### src/rtl/envelope_adsr_if.sv
// ---------------------------------------------------------------------------
// envelope_adsr_if
//   Sample-stream bundle for the ADSR envelope stage.
//
//   Inputs to the envelope (driven by the upstream side / master):
//     sample_en_i  one-cycle sample strobe
//     gate_i       key held (1) / released (0)
//     data_i       signed input sample, width_p bits
//   Outputs from the envelope (driven by the envelope / slave):
//     data_o       signed enveloped sample, width_p bits
//     valid_o      one-cycle pulse, data_o updated
//     env_o        current envelope level, env_width_p bits
//     state_o      IDLE=0, ATTACK=1, DECAY=2, SUSTAIN=3, RELEASE=4
//     busy_o       state_o != IDLE
// ---------------------------------------------------------------------------
interface envelope_adsr_if #(
   parameter int width_p     = 24,
   parameter int env_width_p = 16
);
   logic                   sample_en_i;
   logic                   gate_i;
   logic [width_p-1:0]     data_i;
   logic [width_p-1:0]     data_o;
   logic                   valid_o;
   logic [env_width_p-1:0] env_o;
   logic [2:0]             state_o;
   logic                   busy_o;

   modport master (
      output sample_en_i, gate_i, data_i,
      input  data_o, valid_o, env_o, state_o, busy_o
   );

   modport slave (
      input  sample_en_i, gate_i, data_i,
      output data_o, valid_o, env_o, state_o, busy_o
   );
endinterface

### src/rtl/envelope_adsr.sv
// ---------------------------------------------------------------------------
// envelope_adsr
//   ADSR amplitude envelope placed after the waveform select mux. On every
//   sample strobe it advances an attack/decay/sustain/release state machine
//   and emits the input sample scaled by the envelope level held before that
//   strobe's update.
//
//   Ports:
//     clk_i            system clock (48 kHz sample clock in the top)
//     reset_ni         asynchronous, active-low reset
//     attack_rate_i    level increment per strobe in ATTACK (0 = instant)
//     decay_rate_i     level decrement per strobe in DECAY (0 = instant)
//     sustain_level_i  sustain level, sampled live
//     release_rate_i   level decrement per strobe in RELEASE (0 = instant)
//     bus              envelope_adsr_if.slave: strobe, gate, sample in;
//                      enveloped sample, valid, level, state, busy out
// ---------------------------------------------------------------------------
module envelope_adsr #(
   parameter int width_p     = 24,
   parameter int env_width_p = 16
) (
   input  logic                   clk_i,
   input  logic                   reset_ni,
   input  logic [env_width_p-1:0] attack_rate_i,
   input  logic [env_width_p-1:0] decay_rate_i,
   input  logic [env_width_p-1:0] sustain_level_i,
   input  logic [env_width_p-1:0] release_rate_i,
   envelope_adsr_if.slave         bus
);

   typedef enum logic [2:0] {
      IDLE    = 3'd0,
      ATTACK  = 3'd1,
      DECAY   = 3'd2,
      SUSTAIN = 3'd3,
      RELEASE = 3'd4
   } state_e;

   localparam int prod_w_lp = width_p + env_width_p + 1;
   localparam logic [env_width_p-1:0] full_lp = {env_width_p{1'b1}};

   state_e                 state_r, state_n;
   logic [env_width_p-1:0] env_r, env_n;
   logic [width_p-1:0]     data_r;
   logic                   valid_r;

   // Attack sum carries one extra bit so overshoot past full scale is seen.
   logic [env_width_p:0]            attack_sum;
   // Decay difference is signed with headroom so env - rate never wraps.
   logic signed [env_width_p+1:0]   decay_diff;
   logic signed [prod_w_lp-1:0]     product;

   assign attack_sum = {1'b0, env_r} + {1'b0, attack_rate_i};
   assign decay_diff = $signed({2'b00, env_r}) - $signed({2'b00, decay_rate_i});

   // Zero-extend env so it multiplies as a non-negative signed fraction.
   assign product = prod_w_lp'($signed(bus.data_i))
                  * prod_w_lp'($signed({1'b0, env_r}));

   // -------------------------------------------------------------------
   // State / level / output registers
   // -------------------------------------------------------------------
   // NOTE: sequential state uses non-blocking assignments so every register
   // samples the pre-edge values, independent of statement order.
   always_ff @(posedge clk_i or negedge reset_ni) begin
      if (!reset_ni) begin
         state_r <= IDLE;
         env_r   <= '0;
         data_r  <= '0;
         valid_r <= 1'b0;
      end else begin
         valid_r <= bus.sample_en_i;
         if (bus.sample_en_i) begin
            state_r <= state_n;
            env_r   <= env_n;
            // Arithmetic shift right by env_width_p, truncated to width_p.
            data_r  <= product[env_width_p +: width_p];
         end
      end
   end

   // -------------------------------------------------------------------
   // Next-state and next-level logic
   // -------------------------------------------------------------------
   // NOTE: defaults first so every path assigns state_n/env_n and no latch
   // is inferred.
   always_comb begin
      state_n = state_r;
      env_n   = env_r;
      unique case (state_r)
         IDLE: begin
            env_n = '0;
            if (bus.gate_i) state_n = ATTACK;
         end
         ATTACK: begin
            if (!bus.gate_i) begin
               state_n = RELEASE;
            end else if (attack_rate_i == '0 || attack_sum >= {1'b0, full_lp}) begin
               env_n   = full_lp;
               state_n = DECAY;
            end else begin
               env_n = attack_sum[env_width_p-1:0];
            end
         end
         DECAY: begin
            if (!bus.gate_i) begin
               state_n = RELEASE;
            end else if (decay_rate_i == '0
                         || decay_diff <= $signed({2'b00, sustain_level_i})) begin
               env_n   = sustain_level_i;
               state_n = SUSTAIN;
            end else begin
               env_n = decay_diff[env_width_p-1:0];
            end
         end
         SUSTAIN: begin
            if (!bus.gate_i) state_n = RELEASE;
            else             env_n   = sustain_level_i;
         end
         RELEASE: begin
            // Retrigger continues from the current level rather than zero.
            if (bus.gate_i) begin
               state_n = ATTACK;
            end else if (release_rate_i == '0 || env_r <= release_rate_i) begin
               env_n   = '0;
               state_n = IDLE;
            end else begin
               env_n = env_r - release_rate_i;
            end
         end
         default: begin
            env_n   = '0;
            state_n = IDLE;
         end
      endcase
   end

   // -------------------------------------------------------------------
   // Outputs
   // -------------------------------------------------------------------
   always_comb begin
      bus.data_o  = data_r;
      bus.valid_o = valid_r;
      bus.env_o   = env_r;
      bus.state_o = state_r;
      bus.busy_o  = (state_r != IDLE);
   end

endmodule

### src/flat_wrapper.sv
// flat-port wrapper written by rule: the top's interface ports become plain ports
module envelope_adsr_flat 
#(
   parameter int width_p     = 24,
   parameter int env_width_p = 16
)
  (clk_i, reset_ni, attack_rate_i, decay_rate_i, sustain_level_i, release_rate_i, bus_sample_en_i, bus_gate_i, bus_data_i, bus_data_o, bus_valid_o, bus_env_o, bus_state_o, bus_busy_o);
  envelope_adsr_if #(.width_p(width_p), .env_width_p(env_width_p)) bus_i ();
  input  logic clk_i;
  input  logic reset_ni;
  input  logic [env_width_p-1:0] attack_rate_i;
  input  logic [env_width_p-1:0] decay_rate_i;
  input  logic [env_width_p-1:0] sustain_level_i;
  input  logic [env_width_p-1:0] release_rate_i;
  input wire logic [$bits(bus_i.sample_en_i)-1:0] bus_sample_en_i;
  input wire logic [$bits(bus_i.gate_i)-1:0] bus_gate_i;
  input wire logic [$bits(bus_i.data_i)-1:0] bus_data_i;
  output wire logic [$bits(bus_i.data_o)-1:0] bus_data_o;
  output wire logic [$bits(bus_i.valid_o)-1:0] bus_valid_o;
  output wire logic [$bits(bus_i.env_o)-1:0] bus_env_o;
  output wire logic [$bits(bus_i.state_o)-1:0] bus_state_o;
  output wire logic [$bits(bus_i.busy_o)-1:0] bus_busy_o;
  assign bus_i.sample_en_i = bus_sample_en_i;
  assign bus_i.gate_i = bus_gate_i;
  assign bus_i.data_i = bus_data_i;
  assign bus_data_o = bus_i.data_o;
  assign bus_valid_o = bus_i.valid_o;
  assign bus_env_o = bus_i.env_o;
  assign bus_state_o = bus_i.state_o;
  assign bus_busy_o = bus_i.busy_o;
  envelope_adsr #(.width_p(width_p), .env_width_p(env_width_p)) u_core (.clk_i(clk_i), .reset_ni(reset_ni), .attack_rate_i(attack_rate_i), .decay_rate_i(decay_rate_i), .sustain_level_i(sustain_level_i), .release_rate_i(release_rate_i), .bus(bus_i));
endmodule
### config.mk
export PLATFORM = sky130hd
export DESIGN_NAME = envelope_adsr_flat
export DESIGN_NICKNAME = d
export VERILOG_FILES = /design/src/rtl/envelope_adsr_if.sv /design/src/rtl/envelope_adsr.sv /design/src/flat_wrapper.sv
export SDC_FILE = /design/constraint.sdc
export NUM_CORES = 1
export LEC_CHECK = 0
export BUFFER_PORTS_ARGS = -buffer_cell sky130_fd_sc_hd__buf_2
export CAP_MARGIN = 10
export CELL_PAD_IN_SITES_DETAIL_PLACEMENT = 2
export CELL_PAD_IN_SITES_GLOBAL_PLACEMENT = 2
export CORE_MARGIN = 1.5
export CORE_UTILIZATION = 40
export DETAILED_ROUTE_END_ITERATION = 7
export GPL_TIMING_DRIVEN = 1
export PLACE_DENSITY = 0.84
export SETUP_SLACK_MARGIN = 0.2
export SLEW_MARGIN = 25
export SYNTH_ARGS = -nofsm -noshare
export SYNTH_HDL_FRONTEND = slang
export SYNTH_SLANG_ARGS = --single-unit
### constraint.sdc
create_clock -name clk_i -period 13.1 [get_ports clk_i]
set_input_delay 1.31 -clock clk_i [delete_from_list [all_inputs] [get_ports clk_i]]
set_output_delay 1.31 -clock clk_i [all_outputs]
set_load 0.1 [all_outputs]
# --- After elaboration in Yosys (flattened, before gate mapping) ---
# Cells that the tools add are included.
word_totals:
  output_inout_bits: 45
  in_bits: 92
  regBits: 44
op_classes:
  magnitude_cmp: 3
  mux: 17
  reduce_logical: 10
  addsub: 3
  eq_ne: 13
  mul: 1
op_table:
  columns: ["cell", "n"]
  rows:
  - ["16-bit two-way mux", 7]
  - ["16-bit case mux with 4 select lines", 1]
  - ["16-bit zero test", 3]
  - ["24-bit by 17-bit multiplier with 40-bit output", 1]
  - ["3-bit two-way mux", 8]
  - ["18-bit by 17-bit <= comparator with 1-bit output", 1]
  - ["16-bit by 16-bit adder with 17-bit output", 1]
  - ["17-bit by 16-bit >= comparator with 1-bit output (second input constant)", 1]
  - ["16-bit by 16-bit subtractor with 17-bit output", 1]
  - ["16-bit <= comparator", 1]
  - ["16-bit subtractor", 1]
  - ["3-bit case mux with 5 select lines", 1]
  - ["2-bit != test (second input constant)", 6]
  - ["3-bit by 2-bit != test with 1-bit output (second input constant)", 3]
  - ["3-bit by 2-bit equality test with 1-bit output (second input constant)", 2]
  - ["6-bit AND reduction", 1]
  - ["5-bit AND reduction", 1]
  - ["3-bit by 1-bit equality test with 1-bit output (second input constant)", 1]
  - ["3-bit equality test (second input constant)", 1]
  - ["3-bit zero test", 1]
  - ["1-bit logical OR", 3]
  - ["3-bit nonzero test", 1]

# --- Longest topological paths before layout ---
# Gate-level depths: netlist of run 1.
logic_depth:
  word_depth: 6
  mapped_depth: 24

# --- Worst setup path before layout of run 1 ---
# Ideal clock, no wire load.
synth_path:
  kind: "input-to-reg"
  start: "in bus_data_i[23]"
  end: "reg u_core.data_r[23] (netlist: u_core.bus.data_o[23])"
  setup_time_ns: 0.070
  t_arrival_ns: 6.996
  setup_slack_ns: 6.034
  stages: 21
  required_ns: 13.030
  cell_sequence: "clkbuf_1 nand2_1 fa_1 fa_1 inv_1 fa_1 fa_1 fa_1 inv_1 fa_1 inv_1 ha_1 clkbuf_1 a21o_1 a21oi_1 nor2_1 nor2_1 o21ai_0 a221o_1 or4_1 nand3_1"
synth_via:
  elab_chain_len: 1
synth_lines:
  columns: ["item", "line", "text"]
  rows:
  - ["start, declared", "flat_wrapper.sv:17", "input wire logic [$bits(bus_i.data_i)-1:0] bus_data_i;"]
  - ["24-bit by 17-bit multiplier with 40-bit output", "envelope_adsr.sv:58", "* prod_w_lp'($signed({1'b0, env_r}));"]
  - ["end signal, assigned", "envelope_adsr.sv:77", "data_r <= product[env_width_p +: width_p];"]
  - ["end, declared", "envelope_adsr.sv:44", "logic [width_p-1:0] data_r;"]
# No other way between the ends.
# A chain may end at the register's enable or synchronous reset.

# --- Worst setup path after layout of run 1 ---
layout_path:
  start: "in bus_data_i[10]"
  end: "reg u_core.data_r[21] (netlist: u_core.bus.data_o[21])"
# The elaborated chain is that of the path after synthesis.

==> impl_results.md, run 1 <==
* Status: finished, final reports clean
* CTS sink cnt at 44
* DP Area at ~20000 µm²
* First-pass GRT wire length at 113000 µm
* Syn Nets at between 2k and 3k
* Die width at between 200 and 250 µm
* Quantity of gates resized following cts at 0
* Yosys top cell area share at roughly 40%
* Yosys warning total at 0
* CP Depth at 18
* CP cell instances: buf_2, nand2_1, fa_1, fa_1, fa_1, fa_1, inv_1, fa_1, fa_1, ha_1, and3_1, and3_1, a211oi_1, o31ai_1, a221oi_2, o211a_1, nor3_1, or3_1
* GRT Total Usage at a little under a third
* Synth async-reset ratio at 100%
* Final setup viols at 0
* Critical path's top delay family: adder cells
* Post-cts hold buffer count at 0
* Worst-skew pair later-pin latency at roughly 0.33 ns
* DIE AREA at approximately 48000 µm²
* Synth area leaders: fa_1, ha_1, inv_1
* Synthesis-stage register bit count at 44
* Slew @ Worst Pin at just under 1 ns
* Clock buffer count from CTS at 5
* Number of hold violations in the final report at 0
* Final antenna-violating net count at 0
* RR Endpoint: u_core.bus.data_o[21]
* Avg Cell Area, Syn at around 8.6 µm²
* Synth area leader: fa_1
* Final period utilization at 60.5%
* Total wire length at 73000 µm
* CTS H-Tree Depth at 2
* Hold Crit Class: register to register
* Number of global-route vias before repair at just under 20k
* CP arrival at roughly 8.1 ns
* Finished Cell Area at 20100 µm²
* Synth Area in Compound Gates at a little over a tenth
* # rows at 78
* DRC Markers at 0
* Critical Path Source Type: primary input
* Mapped Area at ~19000 µm²
* Largest net degree at the start of global routing at between 40 and 50
* CP dominant cell by count: fa_1
* Library cells used by synthesis at 79
* Max_cap viols at 0
* Minimum clock period at ~7.9 ns
* Cells on worst reg2reg path at 18
* CP endpoint kind: register
* Post-synth EDFFs at 0
* Overflow after GRT at 0
* Hold depth at 2
* # nets final at between 2k and 3k
* CP Class: primary input to register
* Post-synthesis sequential area ratio at 5.90%
* HPWL after DPL at between 50000 and 60000 µm
* Clk slew on worst S/H paths at 0.09 ns
* Via density at 5.63
* Gate Count Post-Synth at approximately 2.2k
* Initial Util at 40.9%
* Total number of vias at roughly 16k
* Worst-case register-to-register setup slack at 5.40 ns
* Post-synthesis mux area share at ~1.4%
* Max-slew violation count at 0
* Area Growth Syn to Fin at 7.60%
* CP required at approximately 13 ns
* Max Clk Rate at ~130 MHz
* Core Area at approximately 46000 µm²
* Synth Area in Simple Gates at between 10% and 20%
* Crit path max-delay cell type: a211oi_1
* Largest family of logic cells by synthesized area: adder cells
* Post-CTS Setup Bufs at 0
* CTS tree: done
* # port buffers at roughly 140
* Worst setup path endpoint: u_core.bus.data_o[21]
* Most common flop cell mapped by yosys: dfrtp_1
* Pre-antenna DRT Iters at 5
* XOR/XNOR Fraction of Synth Area at 3.00%
* I/O pin cnt at ~140
* Post-route worst setup slack at about 5.2 ns
* Deepest clock path buffer count at 2
* Synth Area in Adders at 50.8%
* Ratio of cells with drive above 1 in the final layout at between 8 and 9%
* Buf/Inv on CP at 2
* Rel. slew slack at 34.8%
* CP Launch Point: bus_data_i[10]
* Unrepaired setup endpoints after global routing: false
* Clock Skews at ~0.018 ns
* Launch point of the worst reg-to-reg path: u_core.bus.env_o[4]
* Die Ht at approximately 220 µm
* Initial antenna violation count at 1
* Final design utilization at a little over two fifths
* Worst Path Max Fanout at 16
* DR WL/cell at between 20 and 30 µm
* Setup TNS at 0 ns
* Root buf cell: clkbuf_16
* DR iter-0 viols at 951
* Post-Place Setup Slack at around 5 ns
* GP Congestion at approximately 0.86
* Slowest cell delay on critical path at 0.79 ns
metrics by stage:
stage	cells	hold slack [ns]
6_report	2846	0.506
4_1_cts	2844	0.506
3_3_place_gp	2836	0.462
3_5_place_dp	2836	0.485
5_1_grt	2845	0.530
2_1_floorplan	2168	0.962
Yosys cell counts (all sizes together) (6+ instances only):
cell type and instances:
or3 10, o2111ai 7, dfrtp 44, a21oi 68, and2 159, fa 373, inv 511, nor4 17
a31oi 15, ha 160, a211oi 10, nand3 20, a21o 16, o21bai 7, clkbuf 85, xnor2 43
nand2 277, o211ai 15, nand4 20, nor2b 10, and3 13, nor3 17, xor2 21, o31ai 9
nand2b 9, a211o 6, nor2 52, mux2 19, o21ai 53, o21a 14
final cells by class:
class                      count  area, µm²
fill                        5088      25600
multi-input combinational   1527      15300
inverter                     511       1920
sequential                    44       1100
timing repair buffer         154        816
tap                          600        751
clock buffer                   5        125
clock inverter                 3       46.3
antenna                        2       5.00
worst min path at each step:
| stage | start | to | slack, ns |
|---|---|---|---|
| CTS | u_core.bus.data_o[22] | u_core.bus.data_o[22] | 0.51 |
| global placement | u_core.bus.data_o[22] | u_core.bus.data_o[22] | 0.46 |
| global route | u_core.bus.data_o[22] | u_core.bus.data_o[22] | 0.53 |
| detailed placement | u_core.bus.data_o[22] | u_core.bus.data_o[22] | 0.48 |
| finish | u_core.bus.data_o[22] | u_core.bus.data_o[22] | 0.51 |
| floorplan | u_core.bus.data_o[18] | u_core.bus.data_o[18] | 0.96 |
cells in the final DEF (no fill, tap or decap), drive strengths merged, types with 5 or more instances in the layout:
master     n
dfrtp     44
o21ai     53
o2111ai    7
nor4      17
a221oi     5
a31oi     15
nor2      52
nand3     20
a21oi     68
nand2    277
or3       10
o21bai     7
a211oi    10
clkbuf     5
fa       373
o211ai    15
o31ai      9
and3      13
a21o      16
a311oi     5
o21a      14
inv      512
xnor2     43
nand4     20
nor2b     10
and2     159
ha       160
mux2      19
a211o      6
nor3      17
xor2      21
a222oi     5
nand2b     9
buf      154
worst min-delay path, cell delays in order (launching register included):
cell and delay, ns:
dfrtp_1 0.36, nand2_1 0.06, o31ai_1 0.06
registers in the layout, summed over array words and instances, names as in the netlist:
register	flops
u_core.bus.data_o	24
u_core.bus.env_o	16
u_core.bus.state_o	3
u_core.bus.valid_o	1
cell families after synthesis:
kind of cell | Yosys count
adder cells (fa/ha/maj) | 534
flip-flops | 44
AND/OR/NAND/NOR | 624
buffers and inverters | 597
AO/OA/AOI/OAI | 282
XOR/XNOR | 64
multiplexers | 23
layer usage:
layer	global-route usage [%]	wire length, µm	vias to the layer above
li1	-	-	6890
met4	12.4	2780	0
met3	4.05	3620	170
met2	55.9	37200	510
met1	39.0	29400	8454
met5	0	0	-
Power of run 1 is not shown: default switching activity piles up to over one toggle a cycle in this logic, so the estimate is an artifact.
==> run 2: changes to the inputs <==
--- a/config.mk
+++ b/config.mk
@@ -10,10 +10,10 @@
 export CELL_PAD_IN_SITES_DETAIL_PLACEMENT = 2
 export CELL_PAD_IN_SITES_GLOBAL_PLACEMENT = 2
 export CORE_MARGIN = 1.5
-export CORE_UTILIZATION = 40
+export CORE_UTILIZATION = 36
 export DETAILED_ROUTE_END_ITERATION = 7
 export GPL_TIMING_DRIVEN = 1
-export PLACE_DENSITY = 0.84
+export PLACE_DENSITY = 0.8
 export SETUP_SLACK_MARGIN = 0.2
 export SLEW_MARGIN = 25
 export SYNTH_ARGS = -nofsm -noshare
==> constraint.sdc (replaced) <==
create_clock -name clk_i -period 7.1 [get_ports clk_i]
set_input_delay 0.71 -clock clk_i [delete_from_list [all_inputs] [get_ports clk_i]]
set_output_delay 0.71 -clock clk_i [all_outputs]
set_load 0.1 [all_outputs]
==> run 2 against run 1 <==
Highest routed layer is now met5. Non-clock buffer count up 42. Sequential share of layout area about the same. Die area up 11%. Largest cell class unchanged. Routed wire length down 1.5%. Via count down 0.39%. Hold slack worse by 0.030 ns. Sequential cell count unchanged. Setup slack worse by 4.8 ns. Clock-buffer cell count unchanged. Global-route usage down 4.0 points.
==> impl_results.md, run 2 (synthesized netlist as in run 1, its figures left out) <==
* Number of global-route vias before repair at ~19k
* DP Area at slightly above 20000 µm²
* Via density at approximately 5.4
* I/O pin cnt at ~140
* Die width at approximately 230 µm
* Final period utilization at about 94%
* First-pass GRT wire length at 111000 µm
* Worst-skew pair later-pin latency at approximately 0.33 ns
* Cells after DPL at 2958
* CTS H-Tree Depth at 2
* Die Ht at between 200 and 250 µm
* CP Class: primary input to register
* GP Congestion at between 0.9 and 1
* Initial Util at 36.4%
* Hold Crit Class: primary input to asynchronous set/reset pin
* Area Growth Syn to Fin at 10.2%
* Ratio of cells with drive above 1 in the final layout at between 10% and 20%
* # port buffers at around 140
* Fill cell count at 5843
* Total number of vias at between 15k and 20k
* Root buf cell: clkbuf_16
* Clock Skews at about 0.012 ns
* Status: finished, final reports clean
* Largest net degree at the start of global routing at 45
* CP required at approximately 7.3 ns
* Number of hold violations in the final report at 0
* Minimum clock period at ~6.7 ns
* Finished Cell Area at 20600 µm²
* Worst Path Max Fanout at 16
* CTS sink cnt at 44
* Hold slack at between 0.4 and 0.5 ns
* # diodes at 0
* Post-CTS Setup Bufs at 0
* CP Launch Point: bus_data_i[5]
* Post-Layout Cell Count at between 2k and 3k
* Final antenna-violating net count at 0
* HPWL after DPL at 60900 µm
* Initial antenna violation count at 4
* Rel. slew slack at around a third
* Core Area at approximately 50000 µm²
* Max Clk Rate at ~150 MHz
* Max FFs per register at 24
* DIE AREA at between 50000 and 60000 µm²
* DR WL/cell at 24.2 µm
* Unrepaired setup endpoints after global routing: false
* Slew @ Worst Pin at 0.992 ns
* CP arrival at ~7 ns
* Max-slew violation count at 0
* Launch point of the worst reg-to-reg path: u_core.bus.env_o[13]
* DR iter-0 viols at between 800 and 900
* Overflow after GRT at 0
* Pre-antenna DRT Iters at 5
* Total wire length at 71900 µm
* Clock buffer count from CTS at 5
* CTS tree: done
* Most frequent cells in the layout: inv_1, fa_1, nand2_1
* Critical Path Source Type: primary input
* Commonest non-fill, non-tap cell in the layout: inv_1
* CP endpoint kind: register
* # nets final at 2910
* Clk slew on worst S/H paths at approximately 0.08 ns
* GRT Total Usage at about 28%
* Final setup viols at 0
* DRC Markers at 0
* Deepest clock path buffer count at 2
* Max_cap viols at 0
* # rows at 83
-- run 2: cell types whose count changed in the layout (fill, tap and decap cells not counted), sizes merged --
cell   before  now
buf       154  196
diode       2    0
-- run 2: timing repair --
item | 4_1_cts | 5_1_grt
hold endpoints to repair | 0 | 0
hold buffers | 0 | 0
gates resized for setup | 7 | 10
endpoints found under the setup margin | 7 | 5
-- run 2: worst max-delay path, cell delays in order --
cell and delay, ns:
buf_2 0.23, and2_1 0.22, fa_1 0.54, inv_1 0.06
fa_1 0.55, inv_1 0.05, fa_1 0.54, fa_1 0.46
fa_1 0.51, inv_1 0.06, fa_1 0.50, inv_1 0.05
ha_1 0.38, and2_1 0.20, nand4_1 0.17, o31ai_1 0.57
a221oi_2 0.12, buf_4 0.20, o211ai_1 0.30, a31oi_1 0.13
or3_1 0.35
-- run 2: per-layer routing --
layer | up-vias | track usage (%) | part of all wire, %
met5 | - | 0 | 0.050
met4 | 6 | 7.84 | 2.6
met3 | 121 | 3.29 | 4.3
met2 | 403 | 48.9 | 51
met1 | 8441 | 35.2 | 42
li1 | 6990 | - | -
-- run 2: worst paths after layout --
check | slack, ns | endpoint | cells after the start
max | 0.40 | u_core.bus.data_o[21] | 21
min | 0.48 | u_core.bus.state_o[2] | 2
max reg2reg | 0.40 | u_core.bus.data_o[21] | 20
min reg2reg | 0.50 | u_core.bus.data_o[22] | 2
max in group asynchronous | 6.06 | u_core.bus.env_o[3] | 2
min in group clk_i | 0.50 | u_core.bus.data_o[22] | 2
-- run 2: final cells by class --
| cell class | instances | area (µm²) | share of cell area [%] |
|---|---|---|---|
| sequential | 44 | 1120 | 5.46 |
| inverter | 511 | 1920 | 9.32 |
| clock buffer | 5 | 125 | 0.608 |
| tap | 680 | 851 | 4.14 |
| timing repair buffer | 196 | 1170 | 5.68 |
| multi-input combinational | 1527 | 15300 | 74.6 |
| clock inverter | 3 | 46.3 | 0.225 |
-- run 2: through the flow --
step                utilization, %  worst slack [ns]  TNS [ns]
floorplan                        -             0.260         0
global placement              39.7             0.176         0
detailed placement            39.7           -0.0392   -0.0428
CTS                           40.0             0.206         0
global route                  40.1             0.176         0
finish                        40.1             0.402         0
Power of run 2 is left out for the same reason.
==> run 3: changes to the inputs <==
--- a/config.mk
+++ b/config.mk
@@ -9,10 +9,10 @@
 export CAP_MARGIN = 10
 export CELL_PAD_IN_SITES_DETAIL_PLACEMENT = 2
 export CELL_PAD_IN_SITES_GLOBAL_PLACEMENT = 2
-export CORE_MARGIN = 1.5
+export CORE_MARGIN = 2
 export CORE_UTILIZATION = 36
 export DETAILED_ROUTE_END_ITERATION = 7
-export GPL_TIMING_DRIVEN = 1
+export GPL_TIMING_DRIVEN = 0
 export PLACE_DENSITY = 0.8
 export SETUP_SLACK_MARGIN = 0.2
 export SLEW_MARGIN = 25
==> constraint.sdc (replaced) <==
create_clock -name clk_i -period 7.1 [get_ports clk_i]
set_input_delay 1.42 -clock clk_i [delete_from_list [all_inputs] [get_ports clk_i]]
set_output_delay 1.42 -clock clk_i [all_outputs]
set_load 0.1 [all_outputs]
==> run 3 against run 2 <==
The run now ends with negative setup slack left. Via count increased by 9.6%. Final cell count rose by 3.5%. Clock skew up 0.0015 ns. First-iteration DRC count grew 45%. Sequential cell count unchanged. Die area up 0.87%. Core utilization is 3.6 points higher. Register-to-register slack got worse by 0.60 ns. Clock-buffer cell count rose by 1. Sequential share of layout area is 0.46 points lower. Hold slack improved by 0.039 ns. Critical path type unchanged. Critical endpoint is now u_core.bus.data_o[20]. Highest routed layer unchanged.
==> impl_results.md, run 3 (synthesized netlist as in run 1, its figures left out) <==
* Total wire length at 90500 µm
* Failing checks: negative setup slack
* Clock buffer count from CTS at 5
* DRC Markers at 0
* # nets final at between 3k and 4k
* CP arrival at 7.49 ns
* GP Congestion at 0.886
* Ratio of cells with drive above 1 in the final layout at 19.6%
* CP Class: primary input to register
* Initial Util at 36.4%
* Hold Crit Class: register to register
* Overflow after GRT at 0
* DR iter-0 viols at about 1.3k
* Core Area at between 50000 and 60000 µm²
* Max_cap viols at 0
* Number of global-route vias before repair at between 15k and 20k
* # port buffers at between 100 and 150
* Deepest clock path buffer count at 2
* Worst Path Max Fanout at 7
* Max FFs per register at 24
* Total number of vias at about 17k
* CTS H-Tree Depth at 2
* Critical Path Source Type: primary input
* Number of hold violations in the final report at 0
* Final setup viols at 10
* Clock Skews at ~0.014 ns
* Clk slew on worst S/H paths at 0.08 ns
* CP endpoint kind: register
* Via density at 5.70
* Pre-antenna DRT Iters at 7
* Post-route worst setup slack at -0.201 ns
* DR WL/cell at ~29 µm
* DP Area at between 20000 and 25000 µm²
* Area Growth Syn to Fin at 20.1%
* First-pass GRT wire length at ~120000 µm
* Rel. slew slack at 36.2%
* Most frequent cells in the layout: inv_1, fa_1, nand2_1
* Root buf cell: clkbuf_16
* Fill cell count at between 5k and 6k
* HPWL after DPL at 63000 µm
* Max-slew violation count at 0
* Max Clk Rate at around 140 MHz
* # rows at 83
* CTS sink cnt at 44
* Die Ht at ~230 µm
* Finished Cell Area at between 20000 and 25000 µm²
* DIE AREA at 53700 µm²
* Initial antenna violation count at 8
* GRT Total Usage at roughly 31%
* Minimum clock period at about 7.3 ns
* Slew @ Worst Pin at approximately 0.96 ns
* Status: complete, but fails checks
* I/O pin cnt at 137
* Post-cts hold buffer count at 0
* Post-Place Setup Slack at -1.65 ns
* Unrepaired setup endpoints after global routing: true
* Worst-skew pair later-pin latency at ~0.32 ns
* Final period utilization at 103%
* CP required at roughly 7.3 ns
* Die width at 232 µm
* Largest net degree at the start of global routing at 45
* Commonest non-fill, non-tap cell in the layout: inv_1
* CTS tree: done
* Final antenna-violating net count at 0
==> run 3: cell count changes in the layout (fill, tap and decap cells not counted), moves of 26 or more <==
cell	before	now
inv_1	510	481
fa_1	372	341
clkbuf_2	0	26
fa_2	1	32
clkbuf_1	0	30
inv_2	1	29
==> run 3: cell type report <==
class,instances,area [µm²],area share [%]
antenna,1,2.50,0.0112
inverter,511,1920,8.57
clock buffer,6,139,0.620
tap,680,851,3.80
sequential,44,1120,5.00
clock inverter,2,38.8,0.173
timing repair buffer,213,1540,6.87
multi-input combinational,1527,16000,71.3
buffer,86,812,3.62
==> run 3: final timing paths <==
| check | from | to | slack (ns) | depth (start not counted) |
|---|---|---|---|---|
| max | bus_data_i[9] | u_core.bus.data_o[20] | -0.20 | 22 |
| min | u_core.bus.data_o[6] | u_core.bus.data_o[6] | 0.51 | 1 |
| max in group asynchronous | reset_ni | u_core.bus.env_o[9] | 5.44 | 1 |
| max reg2reg | u_core.bus.env_o[9] | u_core.bus.data_o[20] | -0.20 | 20 |
| min in group asynchronous | reset_ni | u_core.bus.state_o[0] | 1.12 | 1 |
| min reg2reg | u_core.bus.data_o[6] | u_core.bus.data_o[6] | 0.51 | 1 |
==> run 3: what timing repair did <==
action | CTS | global route
buffers inserted | 38 | 38
setup endpoints to repair | 24 | 21
pin swaps | 59 | 75
gates resized for setup | 229 | 165
gates cloned | 0 | 1
==> run 3: critical path, stage by stage <==
cell and delay (ns):
buf_8 0.11, clkbuf_16 0.16, buf_4 0.12, nand2_2 0.10, fa_1 0.70, inv_2 0.10, fa_1 0.55, fa_1 0.62
fa_2 0.49, fa_1 0.56, fa_1 0.48, ha_4 0.21, a2111oi_4 0.37, o21ai_1 0.17, o21ai_2 0.11, o31ai_4 0.13
a221oi_4 0.33, buf_12 0.17, o211ai_1 0.15, buf_4 0.18, nand4b_1 0.10, o211ai_1 0.15
==> run 3: metrics by stage <==
stage	cells	TNS (ns)	hold slack (ns)	utilization, %
2_1_floorplan	2168	0	0.962	-
3_3_place_gp	2984	-23.89	0.472	39.4
5_1_grt	3070	-1.23	0.535	43.7
3_5_place_dp	2984	-27.09	0.475	39.4
4_1_cts	3030	0	0.494	42.1
6_report	3070	-0.921	0.515	43.7
==> run 3: routing by layer <==
layer / wire length, µm / global-route usage (%) / up-vias
met5: 12 / 0 / -
li1: - / - / 7193
met2: 44600 / 53.6 / 799
met3: 5630 / 5.27 / 324
met1: 34200 / 36.9 / 9171
met4: 6080 / 12.7 / 2
Power of run 3 is left out for the same reason.
